[config.mk]
export PLATFORM = sky130hd
export DESIGN_NAME = count_demodulator
export DESIGN_NICKNAME = d
export VERILOG_FILES = /design/src/rtl/count_demodulator.sv
export SDC_FILE = /design/constraint.sdc
export NUM_CORES = 1
export LEC_CHECK = 0
export BUFFER_PORTS_ARGS = -buffer_cell sky130_fd_sc_hd__buf_2
export CAP_MARGIN = 20
export CORE_MARGIN = 2
export CORE_UTILIZATION = 40
export DETAILED_ROUTE_END_ITERATION = 12
export SLEW_MARGIN = 20
export SYNTH_ARGS = -nofsm -noshare
export SYNTH_HDL_FRONTEND = slang
export SYNTH_SLANG_ARGS = --single-unit
[constraint.sdc]
create_clock -name clock -period 5.6 [get_ports clock]
set_input_delay 0.28 -clock clock [delete_from_list [all_inputs] [get_ports clock]]
set_output_delay 0.28 -clock clock [all_outputs]
set_load 0.03 [all_outputs]
[src/rtl/count_demodulator.sv]
// ============================================================================
// Module      : count_demodulator
// Description : Loop-back decoder for the counter/modulator glyph stream;
//               decodes, tracks the +1 sequence and counts errored samples.
// Revision    : 1.0 - initial release
// ============================================================================
`default_nettype none

module count_demodulator #(
  parameter int LOCK_COUNT = 3,
  parameter int ERR_W      = 8
) (
  input  logic             clock,
  input  logic             reset,
  input  logic [6:0]       seg_in,
  input  logic             fib_in,
  input  logic             valid_in,
  output logic [3:0]       value_out,
  output logic             value_valid,
  output logic             locked,
  output logic             seq_err,
  output logic             fib_err,
  output logic             glyph_err,
  output logic [ERR_W-1:0] err_count
);

  localparam int c_cnt_w = $clog2(LOCK_COUNT + 1);
  localparam logic [c_cnt_w-1:0] c_lock_count = c_cnt_w'(LOCK_COUNT);
  localparam logic [ERR_W-1:0]   c_err_max    = {ERR_W{1'b1}};

  typedef enum logic [1:0] {
    ST_HUNT  = 2'd0,
    ST_LOCK  = 2'd1,
    ST_TRACK = 2'd2
  } state_t;

  state_t             r_state, w_state_next;
  logic [c_cnt_w-1:0] r_good_cnt, w_good_next, w_good_inc;
  logic [3:0]         r_prev, w_prev_next, w_expected;
  logic [3:0]         r_value, w_value_next;
  logic               r_value_valid, w_value_valid_next;
  logic               r_locked, w_locked_next;
  logic               r_seq_err, w_seq_err_next;
  logic               r_fib_err, w_fib_err_next;
  logic               r_glyph_err, w_glyph_err_next;
  logic [ERR_W-1:0]   r_err_count, w_err_count_next;
  logic               w_legal, w_fib;
  logic [3:0]         w_dec;

  // Active-low glyph decode; anything outside the 16 hex shapes is illegal
  always_comb begin
    w_legal = 1'b1;
    w_dec   = 4'h0;
    case (seg_in)
      7'b1000000: w_dec = 4'h0;
      7'b1111001: w_dec = 4'h1;
      7'b0100100: w_dec = 4'h2;
      7'b0110000: w_dec = 4'h3;
      7'b0011001: w_dec = 4'h4;
      7'b0010010: w_dec = 4'h5;
      7'b0000010: w_dec = 4'h6;
      7'b1111000: w_dec = 4'h7;
      7'b0000000: w_dec = 4'h8;
      7'b0010000: w_dec = 4'h9;
      7'b0001000: w_dec = 4'hA;
      7'b0000011: w_dec = 4'hB;
      7'b1000110: w_dec = 4'hC;
      7'b0100001: w_dec = 4'hD;
      7'b0000110: w_dec = 4'hE;
      7'b0001110: w_dec = 4'hF;
      default:    w_legal = 1'b0;
    endcase
  end

  always_comb begin
    case (w_dec)
      4'd0, 4'd1, 4'd2, 4'd3, 4'd5, 4'd8, 4'd13: w_fib = 1'b1;
      default:                                   w_fib = 1'b0;
    endcase
  end

  assign w_expected = r_prev + 4'd1;
  assign w_good_inc = r_good_cnt + c_cnt_w'(1);

  always_comb begin
    w_state_next       = r_state;
    w_good_next        = r_good_cnt;
    w_prev_next        = r_prev;
    w_value_next       = r_value;
    w_value_valid_next = 1'b0;
    w_locked_next      = r_locked;
    w_seq_err_next     = 1'b0;
    w_fib_err_next     = 1'b0;
    w_glyph_err_next   = 1'b0;
    if (valid_in) begin
      if (!w_legal) begin
        w_glyph_err_next = 1'b1;
        w_locked_next    = 1'b0;
        w_good_next      = '0;
        w_state_next     = ST_HUNT;
      end else begin
        w_value_next       = w_dec;
        w_value_valid_next = 1'b1;
        w_fib_err_next     = (fib_in != w_fib);
        w_prev_next        = w_dec;
        case (r_state)
          ST_HUNT: begin
            w_good_next  = c_cnt_w'(1);
            w_state_next = ST_LOCK;
          end
          ST_LOCK: begin
            // Out-of-sequence while acquiring just restarts the run, silently
            if (w_dec == w_expected) begin
              w_good_next = w_good_inc;
              if (w_good_inc == c_lock_count) begin
                w_state_next  = ST_TRACK;
                w_locked_next = 1'b1;
              end
            end else begin
              w_good_next = c_cnt_w'(1);
            end
          end
          ST_TRACK: begin
            if (w_dec != w_expected) begin
              w_seq_err_next = 1'b1;
              w_locked_next  = 1'b0;
              w_good_next    = c_cnt_w'(1);
              w_state_next   = ST_LOCK;
            end
          end
          default: begin
            w_good_next  = '0;
            w_state_next = ST_HUNT;
          end
        endcase
      end
    end
  end

  // One increment per errored sample, however many flags it raised
  always_comb begin
    w_err_count_next = r_err_count;
    if ((w_seq_err_next || w_fib_err_next || w_glyph_err_next) &&
        (r_err_count != c_err_max))
      w_err_count_next = r_err_count + ERR_W'(1);
  end

  always_ff @(posedge clock or posedge reset) begin
    if (reset) begin
      r_state       <= ST_HUNT;
      r_good_cnt    <= '0;
      r_prev        <= 4'd0;
      r_value       <= 4'd0;
      r_value_valid <= 1'b0;
      r_locked      <= 1'b0;
      r_seq_err     <= 1'b0;
      r_fib_err     <= 1'b0;
      r_glyph_err   <= 1'b0;
      r_err_count   <= '0;
    end else begin
      r_state       <= w_state_next;
      r_good_cnt    <= w_good_next;
      r_prev        <= w_prev_next;
      r_value       <= w_value_next;
      r_value_valid <= w_value_valid_next;
      r_locked      <= w_locked_next;
      r_seq_err     <= w_seq_err_next;
      r_fib_err     <= w_fib_err_next;
      r_glyph_err   <= w_glyph_err_next;
      r_err_count   <= w_err_count_next;
    end
  end

  assign value_out   = r_value;
  assign value_valid = r_value_valid;
  assign locked      = r_locked;
  assign seq_err     = r_seq_err;
  assign fib_err     = r_fib_err;
  assign glyph_err   = r_glyph_err;
  assign err_count   = r_err_count;

endmodule

`default_nettype wire

==> run metrics <==
run status=finished clean; required time of the critical path=5.80 ns; relative max-transition margin=a little under half; Synth warnings=0; total placed instance area=1570 um2; number of enable-type register cells in the synthesized netlist=0; Final Skew=around 0.0010 ns; Total Neg Setup Slack=0 ns; count of standard-cell rows=21; post-CTS setup buffer count=0; Mapped Cells=between 150 and 200; Primary FF master, synth=dfrtp_1; number of hold buffers added after CTS=0; via count=1238; detailed-router iteration count before antenna repair=4; die area=between 4000 and 5000 um2; DRC marker count from the first detailed-route iteration=39; routed vias/inst=5.50; buffer type at the clock tree root=clkbuf_4; net count reported at finish=a little under 200; number of antenna violations at the first check in global routing=0; CTS H-Tree Depth=1; number of input and output port buffers inserted=27; part of the Yosys area used for sequential elements=36.8%; count of cells along the worst register-to-register path=8; core area=around 3400 um2; area delta synth->final=12.3%; HP Class=primary input to asynchronous set/reset pin; period utilisation layout=43.7%; hold violation total from the final report=0; Critical Path Fanout Max=16; fillcell total=344; # setup viols final=0; post-route non-filler standard cell count=225; antenna cell count=0; time the final worst path needs with I/O delays and setup=2.45 ns; I/O pin cnt=28; IR drop worst, VDD=0.205 mV; critical path start-end classification=primary input to register; GRT Util Overall=17.5%; TritonCTS clock tree=built; number of antenna-violating nets in the routed design=0; share of post-route cells with drive strength above 1=20.7%; clock buffer depth=2; die height=63.7 um; Distinct cells, synth=47; gp weighted congestion=0.813; Post-route DRC=0; instance count after placement with tap cells included=221; worst endpoint data arrival time=2.65 ns; proportion of register bits with asynchronous set or reset after synthesis=100%; insertion delay of the later-clocked pin in the worst-skew pair=0.30 ns; wire length of the first global-routing pass=5720 um; Slew @ Worst Pin=0.810 ns; CTS Buf Count=3; Starting Density=42.1%; hpwl dp=2330 um; pin count of the biggest net entering global routing=22; clock sink count=21; wire per inst=14.0 um; synthesized flop and latch total=21; Pins Over Slew Limit=0; timing-limited maximum frequency=0.408 GHz; endpoint kind of the worst setup timing path=register; Mapped Nets=170; sum of routed wire length over all layers=about 3200 um; total of cells resized after clock tree synthesis=0; summed instance area of the synthesized netlist=roughly 1400 um2; number of global-route vias before repair=1267; worst reg2reg startpoint=value_out[0]; power density of the placed cells=roughly 350 nW/um2; final total power=0.000564 W; fin area=roughly 1600 um2; CTS clock-pin slew for the worst setup and hold paths=0.12 ns; startpoint kind of the worst setup timing path=primary input; Leakage=0.709 nW; Max Cap Viol=0; R2R Setup Slk=roughly 3.3 ns; Mapped Avg Cell Area=9.14 um2; RSZ-0062 raised after global routing=no; width of the die=63.7 um; Remaining Overflow, GRT=0; FF-to-FF End=err_count[1]
cells in the final DEF (no fill, tap or decap), types with 4 or more instances in the layout:
cell      n
buf_2    27
dfrtp_1  21
nand2_1  14
nor2_1   13
nand3_1   8
inv_1     7
nor3_1    6
xnor2_1   6
o21ai_0   6
xor2_1    6
and3_1    5
o31ai_1   4
a21oi_1   4
cell usage after synthesis (2+ instances only):
master | instances | area share, %
dfrtp_1 | 21 | 37
nand2_1 | 14 | 3.7
nor2_1 | 13 | 3.4
nand3_1 | 8 | 2.8
inv_1 | 7 | 1.8
buf_2 | 6 | 2.1
nor3_1 | 6 | 2.1
o21ai_0 | 6 | 2.1
xnor2_1 | 6 | 3.7
xor2_1 | 6 | 3.7
and3_1 | 5 | 2.2
a21oi_1 | 4 | 1.4
o31ai_1 | 4 | 2.1
a31oi_1 | 3 | 1.3
ha_1 | 3 | 2.6
a21o_1 | 2 | 1.1
a22oi_1 | 2 | 1.1
and2_1 | 2 | 0.88
nand2b_1 | 2 | 0.88
nand3b_1 | 2 | 1.1
nand4b_1 | 2 | 1.2
nor2b_1 | 2 | 0.88
nor3b_1 | 2 | 1.1
nor4bb_1 | 2 | 1.4
o211ai_1 | 2 | 1.1
o22ai_1 | 2 | 0.88
or3_1 | 2 | 0.88
cell type report:
| cell class | count | area, um2 | share of cell area [%] |
|---|---|---|---|
| sequential | 21 | 526 | 32.8 |
| clock inverter | 1 | 5.00 | 0.312 |
| inverter | 7 | 26.3 | 1.64 |
| multi-input combinational | 120 | 830 | 51.8 |
| timing repair buffer | 27 | 135 | 8.44 |
| tap | 46 | 57.6 | 3.59 |
| clock buffer | 3 | 22.5 | 1.41 |
power breakdown:
part	internal [W]	total (W)	switching, W
sequential	0.000191	0.000240	0.0000489
combinational	0.0000860	0.000250	0.000164
clock	0.0000266	0.0000739	0.0000472
total	0.000304	0.000564	0.000260
metal layers:
layer / up-vias / GRT usage [%] / wire (um)
li1: 616 / - / -
met2: 24 / 29.5 / 1500
met4: 0 / 7.07 / 19
met1: 596 / 22.5 / 1520
met5: - / 0 / 0
met3: 2 / 2.32 / 111
how the worst max path moves through the flow:
stage	from	end	slack, ns	depth (start not counted)
final	seg_in[0]	err_count[1]	3.15	9
after CTS	seg_in[0]	err_count[1]	3.14	9
after detailed placement	seg_in[0]	err_count[1]	2.80	9
after floorplan	seg_in[5]	err_count[1]	3.12	9
after global routing	seg_in[0]	err_count[1]	2.98	9
after global placement	seg_in[2]	err_count[7]	2.88	10
cells by family after synthesis:
kind of cell,Yosys count,share of synthesized area (%)
AOI/OAI and AO/OA,36,21.0
xor gates and xnor gates,12,7.37
adders and majority gates,3,2.63
buffers and inverters,15,5.00
DFF,21,36.8
muxes,2,1.49
and+or+nand+nor,67,25.7
registers in the layout, summed over array words and instances (netlist names):
name / count
r_good_cnt: 2
glyph_err: 1
locked: 1
seq_err: 1
err_count: 8
value_out: 4
fib_err: 1
value_valid: 1
r_state: 2
critical path: stages:
cell       delay [ns]
buf_2            0.18
or3b_4           0.42
a2111oi_4        0.35
nor2_1           0.15
and2_1           0.20
o311ai_1         0.18
o211ai_2         0.26
o21ai_4          0.27
mux2_1           0.34
per-stage QoR:
stage	setup slack, ns	utilization (%)	hold slack, ns
floorplan	3.12	-	0.257
global placement	2.88	46.4	0.451
detailed placement	2.80	46.4	0.452
CTS	3.14	47.2	0.138
global route	2.98	47.2	0.166
finish	3.15	47.2	0.108
Note: power is estimated with default switching activity, not from simulation.
